==> src/rtl/time_chain.sv <==
// time_chain: cascade of per-stage modulo counters with registered carry tokens.
// Stage 0 counts on cnt_add. Each wrap hands a token, which carries its direction,
// to the next stage one edge later. A wrap of the top stage pulses carryout one edge later.
module time_chain #(
   parameter int unsigned STAGES = 3,
   parameter int unsigned WIDTH  = 6,
   parameter int unsigned MOD0   = 60,
   parameter int unsigned MOD1   = 60,
   parameter int unsigned MOD2   = 24,
   parameter int unsigned MOD3   = 10
) (
   input  logic                    clk,
   input  logic                    rst,
   input  logic                    cnt_add,
   input  logic                    dir,
   input  logic                    cnt_end,
   input  logic                    load,
   input  logic [STAGES*WIDTH-1:0] load_val,
   output logic [STAGES*WIDTH-1:0] cnt,
   output logic                    carryout,
   output logic                    busy
);

   localparam int unsigned CW = STAGES * WIDTH;

   // Modulus of stage k. Only indices below STAGES are ever evaluated.
   function automatic int unsigned mod_of(input int unsigned k);
      case (k)
         0:       return MOD0;
         1:       return MOD1;
         2:       return MOD2;
         default: return MOD3;
      endcase
   endfunction

   // Bit 0 of tok and tdir is never set. Stage 0 is driven by cnt_add and dir instead.
   logic [STAGES-1:0] tok, tdir, tok_n, tdir_n;
   logic [STAGES-1:0] step_v, dir_v, wrap;
   logic [CW-1:0]     cnt_n;
   logic              pend, pend_n, carry_n, busy_n;

   // Next-state logic: per-stage step and wrap, then the clear and load overrides.
   always_comb begin
      cnt_n   = cnt;
      wrap    = '0;
      step_v  = tok | STAGES'(cnt_add);
      dir_v   = tdir | STAGES'(dir);
      carry_n = pend;
      for (int unsigned k = 0; k < STAGES; k++) begin
         if (step_v[k]) begin
            if (!dir_v[k]) begin
               if (cnt[k*WIDTH +: WIDTH] == WIDTH'(mod_of(k) - 1)) begin
                  cnt_n[k*WIDTH +: WIDTH] = '0;
                  wrap[k]                 = 1'b1;
               end else begin
                  cnt_n[k*WIDTH +: WIDTH] = cnt[k*WIDTH +: WIDTH] + WIDTH'(1);
               end
            end else begin
               if (cnt[k*WIDTH +: WIDTH] == '0) begin
                  cnt_n[k*WIDTH +: WIDTH] = WIDTH'(mod_of(k) - 1);
                  wrap[k]                 = 1'b1;
               end else begin
                  cnt_n[k*WIDTH +: WIDTH] = cnt[k*WIDTH +: WIDTH] - WIDTH'(1);
               end
            end
         end
      end
      tok_n  = wrap << 1;
      tdir_n = (wrap & dir_v) << 1;
      pend_n = wrap[STAGES-1];
      if (cnt_end) begin
         cnt_n   = '0;
         tok_n   = '0;
         tdir_n  = '0;
         pend_n  = 1'b0;
         carry_n = 1'b0;
      end else if (load) begin
         for (int unsigned k = 0; k < STAGES; k++) begin
            if (32'(load_val[k*WIDTH +: WIDTH]) >= mod_of(k))
               cnt_n[k*WIDTH +: WIDTH] = '0;
            else
               cnt_n[k*WIDTH +: WIDTH] = load_val[k*WIDTH +: WIDTH];
         end
         tok_n   = '0;
         tdir_n  = '0;
         pend_n  = 1'b0;
         carry_n = 1'b0;
      end
      busy_n = |tok_n;
   end

   // State and output registers with synchronous reset.
   always_ff @(posedge clk) begin
      if (rst) begin
         cnt      <= '0;
         tok      <= '0;
         tdir     <= '0;
         pend     <= 1'b0;
         carryout <= 1'b0;
         busy     <= 1'b0;
      end else begin
         cnt      <= cnt_n;
         tok      <= tok_n;
         tdir     <= tdir_n;
         pend     <= pend_n;
         carryout <= carry_n;
         busy     <= busy_n;
      end
   end

endmodule

==> config.mk <==
export PLATFORM = sky130hd
export DESIGN_NAME = time_chain
export DESIGN_NICKNAME = d
export VERILOG_FILES = /design/src/rtl/time_chain.sv
export SDC_FILE = /design/constraint.sdc
export NUM_CORES = 1
export LEC_CHECK = 0
export ABC_AREA = 0
export BUFFER_PORTS_ARGS = -buffer_cell sky130_fd_sc_hd__buf_4
export CORE_ASPECT_RATIO = 1.25
export CORE_UTILIZATION = 58
export DETAILED_ROUTE_END_ITERATION = 7
export PLACE_DENSITY = 0.85
export SKIP_CTS_REPAIR_TIMING = 1
export SLEW_MARGIN = 20
export SYNTH_ARGS = -nofsm -noshare
export SYNTH_HDL_FRONTEND = slang
export SYNTH_SLANG_ARGS = --single-unit
==> constraint.sdc <==
create_clock -name clk -period 3.3 [get_ports clk]
set_clock_uncertainty 0.1 [all_clocks]
set_input_delay 0.165 -clock clk [delete_from_list [all_inputs] [get_ports clk]]
set_output_delay 0.165 -clock clk [all_outputs]
set_load 0.02 [all_outputs]
==> results.txt <==
The HPWL after detailed placement is 3601 um. The synthesized netlist contains 62 unique library cells. In the synthesized netlist the async set-or-reset flop fraction comes to 0.

For this design the top-level I/O count stands at 44. The floorplan has 23 rows. The ratio of final minimum period to clock period is 0.6607. The final routed wirelength across all metal layers is 5106 um.

The final sum of negative setup slack is 0 ns. The worst pin sits at a relative slew slack of 0.5538. Measured along the x axis, the die boundary spans 53.99 um. The overall die height came out at 66.99 um. The final estimated routing congestion in global placement is 0.9489. The sequential group share of total power came out at 0.498. The vias per cell is 6.660. The number of maximum-capacitance constraint violations came out at 0.

The max-slew violation total from the final report came to 0. In this run the power density over the cells is 294.2 nW/um^2. TritonCTS built the clock tree. The clock root buffer is clkbuf_8. The startpoint of the worst setup timing path is cnt[2]. The startpoint of the lowest-slack register-to-register path is cnt[2]. Summing every instance area after synthesis gives 1959 um^2. The number of DRC violations after detailed routing is 0. The number of vias in the routed layout is 2118. At the later pin of the worst-skew pair, clock insertion delay measures 0.27 ns. The average footprint of a synthesized cell is 7.684 um^2. In the global route stage, overall resource usage came out at 0.3069.

The cell family contributing the most delay on the critical path is simple AND/OR/NAND/NOR gates. The clock-pin transition on the worst setup and hold timing paths came out at 0.10 ns. In this run, CTS created clock tree buffers numbering 3. The synthesis-to-finish area growth is 16.48%. The TritonCTS sink count came out at 25. The floorplan step defined a die boundary enclosing 3616 um^2. The maximum vdd drop is 0.2173 mV. The proportion of layout cells with a drive suffix above 1 is 0.1993.

The signal on the critical path passes through or4b_4, or3b_1, a211o_1, a311oi_1. The switching power is 202.9 uW. The depth of the worst register-to-register path is 4.

The internal power of the cells is 468.5 uW. The final antenna diode count is 0. The global-route wire length before repair is 8293 um. For this run, the register share of the synthesized area comes to 0.2554. The worst setup slack for register-to-register paths is 1.12 ns. The number of nets in the synthesized netlist is 286. The total of endpoints with negative setup slack in the final report is 0. The total count of hold-check failures in the final report was 0.

The achievable clock frequency is 458.7 MHz. The final layout contains 313 nets. The initial DRC count is 107. The endpoint identified for the worst register-to-register timing path is cnt[0]. The instance area after placement is 2233 um^2.

The share of total power dissipated in combinational logic is 0.223. The most used flip-flop cell after synthesis is dfxtp_1. The worst setup path is launched from a flip-flop. The slowest stage of the critical path belongs to the cell or4b_4. The power share of the clock group is 0.279. Synthesis produced a netlist whose cell count is 255.

The overflow left after global routing is 0. The synthesized design contains 0 enable-type register cells. The initial core utilization came out at 0.6079. In this run the deepest clock path goes through 2 buffers.

The average routed wire per standard cell is 16.06 um. After routing the design area is 2282 um^2. Setup repair after global routing left no endpoint under its margin. Entering global routing, the biggest net connects 25 pins. For this run, the slowest stage of the critical path takes 0.60 ns.

The region available for standard cell placement spans 3223 um^2. The run finished with clean final reports. The via count of the first global-routing pass came out at 1821. The buffering stage count on the worst path with inverters included is 0. STA puts the critical path data required time at 3.38 ns. In this run the remaining antenna-violating nets after routing total 0.

The first-pass iteration count of the detailed router is 7. The count of input and output buffers came out at 43. The slew at the pin closest to its max-slew limit is 0.6668 ns. The critical path arrival came out at 2.26 ns. The number of flip-flops and latches in the synthesized netlist is 25.

The category of the worst setup path capture point is a flip-flop. The number of antenna violations at the first check in global routing came out at 0. The type of the setup path with the least slack is flip-flop to flip-flop. The number of levels the H-tree was split into came out at 1.

The total of warnings raised by yosys came out at 0. The critical path ends at cnt[0]. The critical path depth came out at 4. In this run the static leakage power is 0.9015 nW.

The tightest min-delay check is of the primary input to flip-flop type. The net switching share of the total power came out at 0.3023. The hold path startpoint is load_val[8]. The final period demand of the worst path is 2.180 ns. In this run the worst path has a maximum fanout of 13.
-- worst min-delay path by stage --
stage / endpoint / cells past startpoint / slack (ns)
CTS: cnt[8] / 3 / 0.03
global route: cnt[8] / 3 / 0.02
finish: cnt[8] / 3 / 0.02
detailed placement: cnt[8] / 3 / 0.31
floorplan: cnt[8] / 2 / 0.20
global placement: cnt[8] / 3 / 0.30
-- final cells by class --
type	instances	area [um^2]
multi-input combinational	194	1308
fill	281	940.9
sequential	25	500.5
timing repair buffer	43	322.8
inverter	15	56.30
tap	37	46.29
clock buffer	3	41.29
clock inverter	1	7.507
-- Yosys cell counts, drive strengths merged, types with 4 or more instances --
| cell type | count | area (um^2) |
|---|---|---|
| o31ai | 5 | 37.54 |
| nor2 | 13 | 48.80 |
| a211oi | 4 | 30.03 |
| nand2b | 5 | 31.28 |
| nand2 | 14 | 52.55 |
| a21oi | 21 | 105.1 |
| a31oi | 6 | 37.54 |
| dfxtp | 25 | 500.5 |
| buf | 5 | 35.02 |
| o21ai | 13 | 65.06 |
| nand4 | 7 | 43.79 |
| nor2b | 5 | 31.28 |
| clkbuf | 16 | 60.06 |
| nor3b | 7 | 52.55 |
| nand3 | 11 | 55.05 |
| a211o | 4 | 36.29 |
| a311oi | 4 | 35.03 |
| ha | 7 | 87.58 |
| inv | 15 | 56.30 |
| or3 | 5 | 31.28 |
| nor3 | 6 | 30.03 |
-- sequential cells by signal, indices dropped and copies added, names as in the netlist --
signal    count
cnt          18
tdir          2
tok           2
busy          1
carryout      1
pend          1
-- stage by stage --
stage | total power [mW] | setup slack (ns) | utilization | cells | hold slack, ns
2_1_floorplan | 0.4341 | 1.194 | - | 255 | 0.1954
3_3_place_gp | 0.4851 | 1.187 | 0.6929 | 314 | 0.3039
3_5_place_dp | 0.4881 | 1.144 | 0.6929 | 314 | 0.3087
4_1_cts | 0.6713 | 1.138 | 0.7081 | 318 | 0.02546
5_1_grt | 0.7117 | 1.001 | 0.7081 | 318 | 0.01603
6_report | 0.6714 | 1.120 | 0.7081 | 318 | 0.01947
-- metal layers --
layer  part of all wire  GRT usage  up-vias
met4              0.018     0.1122        0
li1                   -          -     1025
met3              0.088    0.05251       12
met5                  0          0        -
met1               0.40     0.3912      965
met2               0.49     0.5031      116
-- worst reg2reg max path: stages, from the launching register on --
cell,delay (ns)
dfxtp_1,0.44
or4b_4,0.60
or3b_1,0.41
a211o_1,0.30
a311oi_1,0.24
-- logic make-up (layout without fill, tap and decap cells) --
| kind of cell | Yosys count | in the layout | synth area share |
|---|---|---|---|
| AND/OR/NAND/NOR | 93 | 93 | 0.2752 |
| AO/OA/AOI/OAI | 86 | 86 | 0.3091 |
| buffers and inverters | 36 | 62 | 0.07726 |
| flip-flops | 25 | 25 | 0.2554 |
| adder cells (fa/ha/maj) | 7 | 7 | 0.04470 |
| XOR/XNOR | 5 | 5 | 0.02235 |
| multiplexers | 3 | 3 | 0.01596 |
-- cells in the final DEF, fill, tap and decap left out, types with 7 or more instances in the layout --
| cell type | instances |
|---|---|
| ha_1 | 7 |
| nand3_1 | 11 |
| o21ai_0 | 13 |
| nand2_1 | 14 |
| buf_4 | 43 |
| nor2_1 | 13 |
| inv_1 | 15 |
| a21oi_1 | 21 |
| nor3b_1 | 7 |
| nand4_1 | 7 |
| dfxtp_1 | 25 |
-- power groups by stage --
stage,Clock (mW),Sequential [mW],Combinational (mW)
finish,0.187,0.334,0.150
global route,0.209,0.337,0.166
CTS,0.190,0.333,0.149
detailed placement,0,0.340,0.148
global placement,0,0.340,0.145
floorplan,0,0.336,0.0983
Power figures use the tool's default switching activity.
